File: src/rtl/seq_pkg.sv
// Shared definitions for the serial pattern transmitter: state encodings
// and the pattern-length normalisation helper.
package seq_pkg;

  localparam logic [1:0] ST_IDLE = 2'd0;
  localparam logic [1:0] ST_SEND = 2'd1;
  localparam logic [1:0] ST_GAP  = 2'd2;
  localparam logic [1:0] ST_DONE = 2'd3;

  typedef enum logic [1:0] {
    S_IDLE = ST_IDLE,
    S_SEND = ST_SEND,
    S_GAP  = ST_GAP,
    S_DONE = ST_DONE
  } state_e;

  // A length of 0, or one longer than the register, means "use the whole register".
  function automatic int unsigned norm_len(input int unsigned len, input int unsigned width);
    return ((len == 0) || (len > width)) ? width : len;
  endfunction

endpackage

File: src/rtl/seq_gen_if.sv
// Handshake and serial-output bundle between a pattern source and seq_gen.
interface seq_gen_if #(
  parameter int WIDTH = 8,
  parameter int LW    = 4,
  parameter int RW    = 4
);

  logic             start;
  logic [WIDTH-1:0] pattern;
  logic [LW-1:0]    len;
  logic [RW-1:0]    rpt;
  logic             stop;
  logic             x_out;
  logic             x_valid;
  logic             busy;
  logic             done;

  modport master (
    output start, pattern, len, rpt, stop,
    input  x_out, x_valid, busy, done
  );

  modport slave (
    input  start, pattern, len, rpt, stop,
    output x_out, x_valid, busy, done
  );

endinterface

File: src/rtl/seq_shreg.sv
// Loadable left-shift register; the serial bit is taken from a selectable
// position so that short patterns leave the top of the register unused.
module seq_shreg #(
  parameter int WIDTH = 8,
  parameter int IW    = 3
) (
  input  logic             clk,
  input  logic             reset,
  input  logic             load,
  input  logic             shift,
  input  logic [WIDTH-1:0] load_val,
  input  logic [IW-1:0]    first_idx,
  output logic             bit_out
);

  logic [WIDTH-1:0] sr_q;
  logic [WIDTH-1:0] sr_d;

  always_comb begin
    sr_d = sr_q;
    if (load) begin
      sr_d = load_val;
    end else if (shift) begin
      sr_d = {sr_q[WIDTH-2:0], 1'b0};
    end
  end

  always_ff @(posedge clk or negedge reset) begin
    if (!reset) begin
      sr_q <= '0;
    end else begin
      sr_q <= sr_d;
    end
  end

  assign bit_out = sr_q[first_idx];

endmodule

File: src/rtl/seq_gen.sv
// Serial bit-pattern transmitter: loads a pattern on start, shifts it out MSB
// of the used field first, optionally repeating with an idle gap in between.
module seq_gen
  import seq_pkg::*;
#(
  parameter int WIDTH = 8,
  parameter int LW    = 4,
  parameter int RW    = 4,
  parameter int GAP   = 2
) (
  input  logic       clk,
  input  logic       reset,
  seq_gen_if.slave   bus
);

  localparam int IW     = $clog2(WIDTH);
  localparam int GW     = (GAP > 1) ? $clog2(GAP) : 1;
  localparam int GAP_M1 = (GAP > 0) ? GAP - 1 : 0;

  state_e           state_q, state_d;
  logic [WIDTH-1:0] pat_q, pat_d;
  logic [IW-1:0]    last_q, last_d;
  logic [IW-1:0]    bcnt_q, bcnt_d;
  logic [RW-1:0]    rpt_q, rpt_d;
  logic [RW-1:0]    rcnt_q, rcnt_d;
  logic [GW-1:0]    gcnt_q, gcnt_d;
  logic             stop_seen_q, stop_seen_d;
  logic             x_out_q, x_out_d;
  logic             x_valid_q, x_valid_d;
  logic             busy_q, busy_d;
  logic             done_q, done_d;

  logic             sr_load;
  logic             sr_shift;
  logic [WIDTH-1:0] sr_val;
  logic             sr_bit;
  logic [LW-1:0]    len_in;
  logic [IW-1:0]    in_last;
  logic             stop_now;
  logic             last_rep;
  logic             reload;

  assign len_in  = bus.len;
  assign in_last = IW'(norm_len(32'(len_in), WIDTH) - 1);

  // The register is loaded already advanced by one: the first bit goes straight
  // to x_out on the loading edge, so the register only has to supply the rest.
  seq_shreg #(
    .WIDTH (WIDTH),
    .IW    (IW)
  ) u_shreg (
    .clk       (clk),
    .reset     (reset),
    .load      (sr_load),
    .shift     (sr_shift),
    .load_val  (sr_val),
    .first_idx (last_q),
    .bit_out   (sr_bit)
  );

  always_comb begin
    state_d     = state_q;
    pat_d       = pat_q;
    last_d      = last_q;
    bcnt_d      = bcnt_q;
    rpt_d       = rpt_q;
    rcnt_d      = rcnt_q;
    gcnt_d      = gcnt_q;
    stop_seen_d = stop_seen_q;
    x_out_d     = 1'b0;
    x_valid_d   = 1'b0;
    sr_load     = 1'b0;
    sr_shift    = 1'b0;
    sr_val      = pat_q << 1;
    reload      = 1'b0;
    stop_now    = stop_seen_q | bus.stop;
    last_rep    = (rpt_q != '0) && (rcnt_q == RW'(1));

    case (state_q)
      S_IDLE: begin
        if (bus.start) begin
          state_d     = S_SEND;
          pat_d       = bus.pattern;
          last_d      = in_last;
          bcnt_d      = in_last;
          rpt_d       = bus.rpt;
          rcnt_d      = bus.rpt;
          stop_seen_d = bus.stop;
          sr_load     = 1'b1;
          sr_val      = bus.pattern << 1;
          x_out_d     = bus.pattern[in_last];
          x_valid_d   = 1'b1;
        end
      end

      S_SEND: begin
        stop_seen_d = stop_now;
        if (bcnt_q != '0) begin
          bcnt_d    = bcnt_q - IW'(1);
          sr_shift  = 1'b1;
          x_out_d   = sr_bit;
          x_valid_d = 1'b1;
        end else begin
          // Last bit of this repetition is on x_out now.
          if (rpt_q != '0) begin
            rcnt_d = rcnt_q - RW'(1);
          end
          if (stop_now || last_rep) begin
            state_d = S_DONE;
          end else if (GAP > 0) begin
            state_d = S_GAP;
            gcnt_d  = GW'(GAP_M1);
          end else begin
            reload = 1'b1;
          end
        end
      end

      S_GAP: begin
        stop_seen_d = stop_now;
        if (gcnt_q != '0) begin
          gcnt_d = gcnt_q - GW'(1);
        end else if (stop_now) begin
          state_d = S_DONE;
        end else begin
          reload = 1'b1;
        end
      end

      S_DONE: begin
        state_d = S_IDLE;
      end

      default: begin
        state_d = S_IDLE;
      end
    endcase

    // Next repetition restarts from the latched copy, not from the live inputs.
    if (reload) begin
      state_d     = S_SEND;
      bcnt_d      = last_q;
      stop_seen_d = 1'b0;
      sr_load     = 1'b1;
      sr_val      = pat_q << 1;
      x_out_d     = pat_q[last_q];
      x_valid_d   = 1'b1;
    end

    busy_d = (state_d != S_IDLE);
    done_d = (state_d == S_DONE);
  end

  always_ff @(posedge clk or negedge reset) begin
    if (!reset) begin
      state_q     <= S_IDLE;
      pat_q       <= '0;
      last_q      <= '0;
      bcnt_q      <= '0;
      rpt_q       <= '0;
      rcnt_q      <= '0;
      gcnt_q      <= '0;
      stop_seen_q <= 1'b0;
      x_out_q     <= 1'b0;
      x_valid_q   <= 1'b0;
      busy_q      <= 1'b0;
      done_q      <= 1'b0;
    end else begin
      state_q     <= state_d;
      pat_q       <= pat_d;
      last_q      <= last_d;
      bcnt_q      <= bcnt_d;
      rpt_q       <= rpt_d;
      rcnt_q      <= rcnt_d;
      gcnt_q      <= gcnt_d;
      stop_seen_q <= stop_seen_d;
      x_out_q     <= x_out_d;
      x_valid_q   <= x_valid_d;
      busy_q      <= busy_d;
      done_q      <= done_d;
    end
  end

  assign bus.x_out   = x_out_q;
  assign bus.x_valid = x_valid_q;
  assign bus.busy    = busy_q;
  assign bus.done    = done_q;

endmodule

File: src/flat_wrapper.sv
// flat-port wrapper written by rule: the top's interface ports become plain ports
module seq_gen_flat import seq_pkg::*;
#(
  parameter int WIDTH = 8,
  parameter int LW    = 4,
  parameter int RW    = 4,
  parameter int GAP   = 2
)
  (clk, reset, bus_start, bus_pattern, bus_len, bus_rpt, bus_stop, bus_x_out, bus_x_valid, bus_busy, bus_done);
  seq_gen_if #(.WIDTH(WIDTH), .LW(LW), .RW(RW)) bus_i ();
  input  logic clk;
  input  logic reset;
  input wire logic [$bits(bus_i.start)-1:0] bus_start;
  input wire logic [$bits(bus_i.pattern)-1:0] bus_pattern;
  input wire logic [$bits(bus_i.len)-1:0] bus_len;
  input wire logic [$bits(bus_i.rpt)-1:0] bus_rpt;
  input wire logic [$bits(bus_i.stop)-1:0] bus_stop;
  output wire logic [$bits(bus_i.x_out)-1:0] bus_x_out;
  output wire logic [$bits(bus_i.x_valid)-1:0] bus_x_valid;
  output wire logic [$bits(bus_i.busy)-1:0] bus_busy;
  output wire logic [$bits(bus_i.done)-1:0] bus_done;
  assign bus_i.start = bus_start;
  assign bus_i.pattern = bus_pattern;
  assign bus_i.len = bus_len;
  assign bus_i.rpt = bus_rpt;
  assign bus_i.stop = bus_stop;
  assign bus_x_out = bus_i.x_out;
  assign bus_x_valid = bus_i.x_valid;
  assign bus_busy = bus_i.busy;
  assign bus_done = bus_i.done;
  seq_gen #(.WIDTH(WIDTH), .LW(LW), .RW(RW), .GAP(GAP)) u_core (.clk(clk), .reset(reset), .bus(bus_i));
endmodule
File: config.mk
export PLATFORM = sky130hd
export DESIGN_NAME = seq_gen_flat
export DESIGN_NICKNAME = d
export VERILOG_FILES = /design/src/rtl/seq_pkg.sv /design/src/rtl/seq_gen_if.sv /design/src/rtl/seq_shreg.sv /design/src/rtl/seq_gen.sv /design/src/flat_wrapper.sv
export SDC_FILE = /design/constraint.sdc
export NUM_CORES = 1
export LEC_CHECK = 0
export ABC_AREA = 1
export BUFFER_PORTS_ARGS = -buffer_cell sky130_fd_sc_hd__buf_2
export CORE_ASPECT_RATIO = 0.5
export CORE_UTILIZATION = 30
export DETAILED_ROUTE_END_ITERATION = 8
export HOLD_SLACK_MARGIN = 0.02
export PLACE_DENSITY = 0.48
export SYNTH_ARGS = -nofsm -noshare
export SYNTH_HDL_FRONTEND = slang
export SYNTH_SLANG_ARGS = --single-unit
File: constraint.sdc
create_clock -name clk -period 4.33 [get_ports clk]
set_input_delay 0.2165 -clock clk [delete_from_list [all_inputs] [get_ports clk]]
set_output_delay 0.2165 -clock clk [all_outputs]
set_load 0.01 [all_outputs]
After elaboration in Yosys (flattened, before gate mapping)
Index checks and enable logic that the tools add are counted.
Widths: inputs -> output; s select.
- bits in registers: 38
- bits of input ports: 20
- output and inout bits: 4
- $add $sub $neg: 4
- magnitude comparators: 3
- eq/ne operators: 11
- multiplexer cells: 48
- bitwise operators: 1
- reduce and logical (&&, ||, !) cells: 19
- operators by type and width (operator ; number):
    $mux 8 ; 5
    $mux 1 ; 21
    $mux 3 ; 4
    $mux 4 ; 3
    $mux 2 ; 5
    $bmux 1 s3 ; 3
    $reduce_bool 3->1 ; 3
    $lt 3x4->1 const B ; 2
    $pmux 1 s2 ; 4
    $pmux 2 s4 ; 1
    $pmux 4 s2 ; 1
    $reduce_bool 2->1 ; 4
    $eq 2x2->1 const B ; 3
    $ne 2x2->1 const B ; 3
    $pmux 3 s2 ; 1
    $reduce_and 3->1 ; 2
    $sub 3x1->3 const B ; 2
    $eq 4x1->1 const B ; 1
    $gt 4x4->1 const B ; 1
    $logic_not 4->1 ; 1
    $reduce_and 2->1 ; 2
    $reduce_and 4->1 ; 1
    $reduce_bool 4->1 ; 1
    $sub 4x1->4 const B ; 1
    other kinds (10) ; 11

Longest topological paths before layout
- depth in word-level cells: 9
- mapped depth: 11
- gate-level depth less buffers: 10

Hierarchy
Synthesis repeated with hierarchy kept, for this count alone.
- cell total of the unflattened synthesis: 302
- area, all modules: 2269.7 sq um
- by module, submodules not included (module ; times used ; cells an instance ; area an instance (sq um) ; sequential area each (sq um)):
    seq_gen ; 1 ; 238 ; 1789.2 ; 750.7
    seq_shreg ; 1 ; 64 ; 480.5 ; 200.2

Worst setup path before layout
OpenSTA, ideal clock, no wires.
- path type: register to register
- start: reg u_core.state_q[0]
- end: reg u_core.u_shreg.sr_q[4]
- library setup time: 0.126 ns
- data arrival time: 1.380 ns
- data required time: 4.204 ns
- setup slack: 2.824 ns
- stages on the path, launching flop included: 11
- path buffers: 1
- period minus slack after synthesis: 1.506 ns
- path through: dfrtp_1 inv_1 ha_1 inv_1 nor2_2 nand2_2 buf_6 o21ai_0 o21ai_0 nand2_1 o21ai_0
- cells in the longest elaborated chain, start to end: 4
- elaborated cells between the ends (all ways): 11
- those cells by class: eq/ne (2); mux (7); reduce/logical (2)
- ends and longest elaborated chain (item ; line ; text):
    start: declaration ; seq_gen.sv:20 ; state_e state_q, state_d;
    start signal: assignment ; seq_gen.sv:169 ; state_q <= state_d;
    $eq 2x2->1 or $logic_not 2->1 (tied branches) ; seq_gen.sv:79 ; case (state_q)
    $mux 1, or another cell as far along ; - ;
    $mux 8 or $mux 1 (tied branches) ; seq_gen.sv:140 ; if (reload) begin
    $mux 8 or $reduce_bool 2->1 (tied branches) ; - ;
    end signal: assignment ; seq_shreg.sv:32 ; sr_q <= sr_d;
    end: declaration ; seq_shreg.sv:16 ; logic [WIDTH-1:0] sr_q;
Several ways; a longest one is shown, not always the timed one.
A chain may end at the register's enable or synchronous reset.

Worst setup path in the final report
- start: reg u_core.state_q[0]
- end: reg u_core.u_shreg.sr_q[7]
Same word-level chain as after synthesis.

==> flow_summary.ini <==
[clocking]
clk_pin_slew_ns = 0.06
cts_setup_buffers = 0
cts_tree = done
postCtsHoldBufs = 0
cts_resized = 0
root_buffer = clkbuf_16
htree_num_levels = 2
clk_path_buf_depth = 2
cts_num_sinks = 37
cts_buffers = 5
clkLatencyLatePin_ns = 0.28

[detailed_routing]
drc = 0
dr.pass1.iters = 4
wl_per_cell_um = 12.4
wl_um = 5120
dr_total_vias = 1906
ant_nets = 0
drt-initial-drc-count = 81
vias_per_cell = 4.62

[global_route]
grtUsageTotal_pct = 15.3
grt_pass1_wl_um = 9000
grt-ovfl-total = 0
antenna_found_initial = 0
grt_pass1_vias = 1867
grt_max_degree = 38

[timing]
clock.fmax_mhz = 415
slew_headroom_pct = 38.7
timing.final.crit_share_pct = 55.6
setup_viol = 0
worst_pin_slew_ns = 0.918
layout_min_cycle_time_ns = 2.41
drv_slew = 0
holdWs_ns = 0.0519
rsz0062_at_grt = no
hold_viol = 0
clock_skew_ns = 0.00460
setup_tns_ns = 0

[critical_path]
crit_fanout = 33
reg2reg_from = u_core.state_q[0]
regToRegEndpoint = u_core.u_shreg.sr_q[7]
reg2reg_depth = 10
crit_end = u_core.u_shreg.sr_q[7]
cp.arrival_ns = 2.56
cp.required_ns = 4.48
startpoint = u_core.state_q[0]
setup.worst_path.class = reg -> reg
end_kind = register
r2r_setup_slack_ns = 1.92
critPathLaunchType = register

[synthesis]
syn_nets = 328
yosys-top-cells-area = dfrtp_1, nand2_1, o21ai_0
synth_cell_types = 22
synth.largest_area_cell = dfrtp_1
yosys_register_bits = 37
synth_top_area_share_pct = 42.1
ys_seq_area_share_pct = 42.1
synth_area_per_cell_sq_um = 7.38
syn_area_sq_um = 2200
yosysWarnings = 0
syn_inst = 298

[die]
io_pins = 24
die_w_um = 123
core-area_sq_um = 6880
start_util_pct = 31.9
std_cell_rows = 21
die_h_um = 62.5
dieArea_sq_um = 7690

[finish]
multi_input_area_sq_um = 1040
diodes = 0
drive_gt1_share_pct = 12.5
area_growth_pct = 14.6
post-route-util_pct = 36.6
regArea_sq_um = 926
fin_nets = 350
fillers = 756

[job]
maxCapViolCount = 0

[placed_design]
io_buffers = 23
dp_hpwl_um = 3790
globalplace.congestion = 0.776

[outcome]
outcome = complete, no violations

[power_and_ir_drop]
vdd_drop_max_uv = 208
p_leak_nw = 1.32
p_per_area_nw_per_um2 = 740

[hold_path]
hold_path.class = in -> async
-- registers in the layout (all words and copies together), names as in the netlist --
signal and flops:
u_core.bus.done 1, u_core.pat_q 8, u_core.last_q 3, u_core.bcnt_q 3, u_core.stop_seen_q 1, u_core.u_shreg.sr_q 7, u_core.gcnt_q 1, u_core.rpt_q 4
u_core.bus.busy 1, u_core.bus.x_valid 1, u_core.state_q 2, u_core.bus.x_out 1, u_core.rcnt_q 4
-- final cells by class --
class,instances,share of cell area (%)
Multi-Input combinational cell,206,41.4
Sequential cell,37,36.8
Inverter,47,7.00
Clock buffer,5,4.97
Timing Repair Buffer,23,4.57
Tap cell,92,4.57
Clock inverter,3,0.695
-- logic make-up (layout without fill, tap and decap cells) --
family	after synthesis	count (layout)	synth area share (%)
DFF	37	37	42.1
buffers and inverters	55	78	10.4
and+or+nand+nor	126	126	24.1
AOI/OAI and AO/OA	68	68	16.8
xor gates and xnor gates	2	2	0.797
adders and majority gates	10	10	5.69
-- layer usage --
layer	GRT usage (%)	wire length [um]	share of wire, %	up-vias
met3	3.74	195	3.8	8
li1	-	-	-	992
met2	23.0	2230	44	29
met5	0	0	0	-
met4	6.48	65	1.3	0
met1	20.9	2630	51	877
-- through the flow --
| step | power, mW | setup slack, ns | cells | area, sq um |
|---|---|---|---|---|
| 6_report | 1.86 | 1.92 | 413 | 2520 |
| 4_1_cts | 1.89 | 1.88 | 413 | 2520 |
| 3_5_place_dp | 1.52 | 1.89 | 405 | 2380 |
| 5_1_grt | 2.08 | 1.58 | 413 | 2520 |
| 3_3_place_gp | 1.50 | 1.97 | 405 | 2380 |
| 2_1_floorplan | 1.31 | 2.82 | 298 | 2200 |
-- worst min-delay path by stage --
stage,from,to,slack (ns)
2_1_floorplan,reset,u_core.bcnt_q[0],-0.08
3_3_place_gp,reset,u_core.rcnt_q[1],0.38
3_5_place_dp,reset,u_core.rcnt_q[1],0.39
4_1_cts,reset,u_core.rcnt_q[1],0.08
5_1_grt,reset,u_core.rcnt_q[1],0.14
6_report,reset,u_core.rcnt_q[1],0.05
-- critical path, cell delays in order (launching register included) --
cell,delay (ns)
dfrtp_1,0.39
inv_1,0.11
ha_1,0.26
nand2_1,0.69
inv_1,0.27
nand2_1,0.14
nand2_1,0.06
o21ai_0,0.10
o21ai_0,0.11
nand2_1,0.06
o21ai_0,0.09
-- synth_stat cells (all sizes together) --
| master | instances |
|---|---|
| nand2 | 82 |
| o21ai | 54 |
| inv | 47 |
| dfrtp | 37 |
| nor2 | 21 |
| nand3 | 16 |
| ha | 10 |
| o211ai | 9 |
| buf | 8 |
| a21oi | 5 |
| nand3b | 3 |
| nor3 | 2 |
| xor2 | 2 |
| nand4 | 1 |
| or2 | 1 |
-- cell usage in the layout, fill, tap and decap left out --
master	n
a21oi_1	5
buf_2	23
clkbuf_16	5
clkinv_2	2
clkinvlp_4	1
dfrtp_1	37
ha_1	10
inv_1	45
inv_2	2
nand2_1	80
nand2_2	2
nand3_1	16
nand3b_1	3
nand4_1	1
nor2_1	20
nor2_2	1
nor3_1	1
nor3_4	1
o211ai_1	9
o21ai_0	48
o21ai_1	4
o21ai_2	2
or2_2	1
xor2_1	2
-- power by group --
group          switching, mW  internal [mW]
Combinational          0.555          0.314
Clock                  0.141          0.211
Sequential             0.122          0.521
Power figures use the tool's default switching activity.
